## src/rtl/layer_collector.sv

```systemverilog
// Collects one FC output layer, one neuron per cycle, into a packed signed vector.
// The vector is then held stable behind a valid/ready handshake for the argmax stage.
module layer_collector #(
  parameter int SIZE     = 16,
  parameter int LAYER_SZ = 10
) (
  input  logic                                clk,
  input  logic                                rst,
  input  logic                                in_valid,
  output logic                                in_ready,
  input  logic [SIZE-1:0]                     in_value,
  input  logic                                in_last,
  output logic                                out_valid,
  input  logic                                out_ready,
  output logic [0:LAYER_SZ-1][SIZE-1:0]       values,
  output logic                                frame_err
);

  localparam int IDX_W = (LAYER_SZ > 1) ? $clog2(LAYER_SZ) : 1;
  localparam logic [IDX_W-1:0] LAST_IDX = IDX_W'(LAYER_SZ - 1);
  localparam logic [SIZE-1:0]  SIZE_MIN = {1'b1, {(SIZE-1){1'b0}}};

  typedef enum logic {COLLECT, PRESENT} state_t;

  state_t                          state_q, state_d;
  logic [IDX_W-1:0]                idx_q, idx_d;
  logic [0:LAYER_SZ-1][SIZE-1:0]   values_q, values_d;
  logic                            frame_err_q, frame_err_d;
  logic                            accept;

  assign in_ready  = (state_q == COLLECT) && !rst;
  assign accept    = in_valid && in_ready;
  assign out_valid = (state_q == PRESENT);
  assign values    = values_q;
  assign frame_err = frame_err_q;

  always_comb begin
    state_d     = state_q;
    idx_d       = idx_q;
    values_d    = values_q;
    frame_err_d = 1'b0;
    unique case (state_q)
      COLLECT: begin
        if (accept) begin
          values_d[idx_q] = in_value;
          if (idx_q == LAST_IDX) begin
            state_d     = PRESENT;
            frame_err_d = !in_last;
          end else if (in_last) begin
            // Short frame: pad the tail so padded slots can never win the argmax.
            state_d     = PRESENT;
            frame_err_d = 1'b1;
            for (int unsigned i = 0; i < LAYER_SZ; i++) begin
              if (i > 32'(idx_q)) values_d[i] = SIZE_MIN;
            end
          end else begin
            idx_d = idx_q + 1'b1;
          end
        end
      end
      PRESENT: begin
        if (out_ready) begin
          state_d = COLLECT;
          idx_d   = '0;
        end
      end
    endcase
  end

  always_ff @(posedge clk) begin
    if (rst) begin
      state_q     <= COLLECT;
      idx_q       <= '0;
      values_q    <= '0;
      frame_err_q <= 1'b0;
    end else begin
      state_q     <= state_d;
      idx_q       <= idx_d;
      values_q    <= values_d;
      frame_err_q <= frame_err_d;
    end
  end

endmodule

```

## config.mk

```make
export PLATFORM = sky130hd
export DESIGN_NAME = layer_collector
export DESIGN_NICKNAME = d
export VERILOG_FILES = /design/src/rtl/layer_collector.sv
export SDC_FILE = /design/constraint.sdc
export NUM_CORES = 1
export LEC_CHECK = 0
export BUFFER_PORTS_ARGS = -buffer_cell sky130_fd_sc_hd__buf_2
export CORE_MARGIN = 1.5
export CORE_UTILIZATION = 47
export DETAILED_ROUTE_END_ITERATION = 8
export GPL_TIMING_DRIVEN = 0
export HOLD_SLACK_MARGIN = 0.03
export PLACE_DENSITY = 0.81
export REMOVE_ABC_BUFFERS = 1
export SLEW_MARGIN = 30
export SYNTH_ARGS = -nofsm -noshare
export SYNTH_HDL_FRONTEND = slang
export SYNTH_SLANG_ARGS = --single-unit
```

## constraint.sdc

```tcl
create_clock -name clk -period 1.7 [get_ports clk]
set_input_delay 0.085 -clock clk [delete_from_list [all_inputs] [get_ports clk]]
set_output_delay 0.085 -clock clk [all_outputs]
set_load 0.01 [all_outputs]
```

==> results.cfg <==
[global_route]
antenna_found_initial = 0
grt_max_degree = 48
grt_use_total_pct = 29.26
grt_pass1_vias = 5683
grt-ovfl-total = 0
grt_pass1_wl_mm = 32.57

[layout]
nFillCells = 1122
multi_input_area_um2 = 3113
regArea_um2 = 3337
drive_gt1_share_pct = 32.64
layoutNonFillerInstCount = 1095
antenna_cells = 0
nets = 935
syn_to_final_growth_pct = 30.71

[critical_path]
startpoint_type = register
crit_type = reg -> reg
cpMostUsedCell = buf_4
cp.required_ps = 2000
critical_path.slowest_cell = dfxtp_4
cpPeakStageDelay_ps = 450
cp_num_buf_inv = 2
cp-end-kind = register
reg2reg_from = out_valid
reg2reg_to = values[73]
cp.depth = 5
crit_chain = nor3b_4, buf_4, buf_4, a31o_2, a21oi_1
crit_family = compound AO/OA/AOI/OAI gates
r2r_slack_ps = 30
cp.arrival_ps = 1970
crit_fanout = 23
rr_worst_depth = 5

[routing]
viasPerCell = 6.157
antenna_left = 0
wl_per_cell_um = 21.30
drc_errors = 0
drt_pass1_iterations = 5
via_count = 6742
drt_iter0_drc = 959
routed_wl_mm = 23.32

[pwr]
power.density_nw_per_um2 = 960.5
cellLeakagePower_uw = 0.003485
peakVddDrop_mv = 0.7197

[sta]
final-hold-violation-count = 0
skew_ps = 6.106
slew_headroom_pct = 39.79
finalSetupViolCount = 0
tns_ps = 0
final.setup.worst_slack_ps = 32.30
final.period_utilization_pct = 98.10
whs_ps = 80.46
fmaxAchievable_ghz = 0.5996
slew_violations = 0
worstMarginPinSlew_ps = 899.1
rsz0062_at_grt = yes
layout_min_cycle_time_ps = 1668

[floorplan]
die_height_um = 121.1
placementRows = 42
dieArea_um2 = 14660
initial_utilization_pct = 48.89
top_level_ports = 184
die_w_um = 121.1
core-area_um2 = 13400

[cts]
cts_buffers = 17
clk_pin_slew_ps = 60
h-tree-depth = 4
clk_path_buf_depth = 2
cts_root_buf = clkbuf_16
tritoncts = yes
cts.sinks = 166
clkLatencyLatePin_ps = 430

[placed_design]
dpl_worst_slack_ps = -1069
dp_hpwl_mm = 12.78
routabilityCongestion = 0.8196
io_buffers = 183
dp.cells = 1031

[synthesis]
synth-edff-count = 0
synth_area_leaders = dfxtp_1 51%, nand3_1 10%, a21oi_1 9.5%
synth_most_common_cell = dfxtp_1
synth-seq-cells = 166
synthDistinctLibCells = 45
yosys.area.top_type_share_pct = 50.73
ys_seq_area_share_pct = 50.73
yosys_warnings = 0
syn_area_per_cell_um2 = 8.654
netlist.top_cell.by_area = dfxtp_1
ys.flop_type = dfxtp_1
synthArstFlopShare_pct = 0
netlist_area_um2 = 6551
synth_common_cells = 166 x dfxtp_1, 135 x nand3_1, 124 x a21oi_1, 124 x o21ai_0, 71 x clkbuf_1
syn-instance-count = 757

[min_path]
hp-start = in_value[10]
worstHoldPathCells = 3
whs_endpoint = values[122]
hold_path.class = in -> reg

[run_status]
status = complete, no violations

[flow_run]
max-cap-violations = 0
cells by family (layout without fill, tap and decap cells):
kind of cell	after synthesis	after routing	synth area share, %
buffers and inverters	103	257	6.513
DFF	166	166	50.73
adders and majority gates	6	6	1.146
and+or+nand+nor	174	182	15.05
AOI/OAI and AO/OA	308	308	26.57
cells in the final DEF (no fill, tap or decap), drive strengths merged, types with 6 or more instances in the layout:
master   count
buf        217
dfxtp      166
nand3      135
o21ai      131
a21oi      124
clkbuf      22
a22o        15
a32o        15
inv          9
a31oi        8
nand4bb      6
clkinv       6
ha           6
flip-flops by register name, summed over array words and instances (netlist names):
name and cells:
out_valid 1, idx_q 4, frame_err 1, values 160
through the flow:
step	power (uW)	util [%]	instance area, um^2
after floorplan	4279	-	6155
after global placement	4550	54.41	7291
after detailed placement	4597	56.44	7564
after CTS	8200	62.45	8368
after global routing	8472	63.90	8563
final	8225	63.90	8563
worst max-delay path by stage:
stage,to,slack (ps),from
6_report,values[73],30,out_valid
5_1_grt,values[77],-30,idx_q[1]
4_1_cts,values[79],3,idx_q[1]
3_5_place_dp,values[135],-1070,out_valid
3_3_place_gp,values[127],-3220,idx_q[1]
2_1_floorplan,values[127],-1830,idx_q[0]
area by class of cell:
class / instances / share of cell area (%)
Tap cell: 176 / 2.572
Inverter: 8 / 0.3507
Multi-Input combinational cell: 496 / 36.35
Sequential cell: 166 / 38.97
Clock inverter: 8 / 0.8913
Clock buffer: 22 / 5.421
Timing Repair Buffer: 219 / 15.44
routing by layer:
layer  up-vias  wire length [um]  track usage, %  share of wire (%)
met3        52              1919           6.156                8.2
met2       370             11170           46.52                 48
met5         -                 0               0                  0
met1      3243              9553           38.97                 41
met4         0               673           11.54                2.9
li1       3077                 -               -                  -
power by group:
group	switching, uW	leakage, uW	internal, uW	total [uW]
registers	42.4	0.00134	3930	3980
clock network	1520	0.000270	2070	3600
logic	449	0.00187	203	652
total	2010	0.00349	6210	8230
worst reg2reg max path, cell delays in order, from the launching register on:
cell	delay, ps
dfxtp_4	450
nor3b_4	230
buf_4	170
buf_4	210
a31o_2	400
a21oi_1	90
repair_timing:
action / 4_1_cts / 5_1_grt
hold endpoints to repair: 5 / 0
setup buffers: 17 / 7
resized for setup: 18 / 19
hold buffers: 2 / 0
cloned: 3 / 5
pin swaps: 7 / 2
endpoints found under the setup margin: 162 / 142
Power figures use the tool's default switching activity.
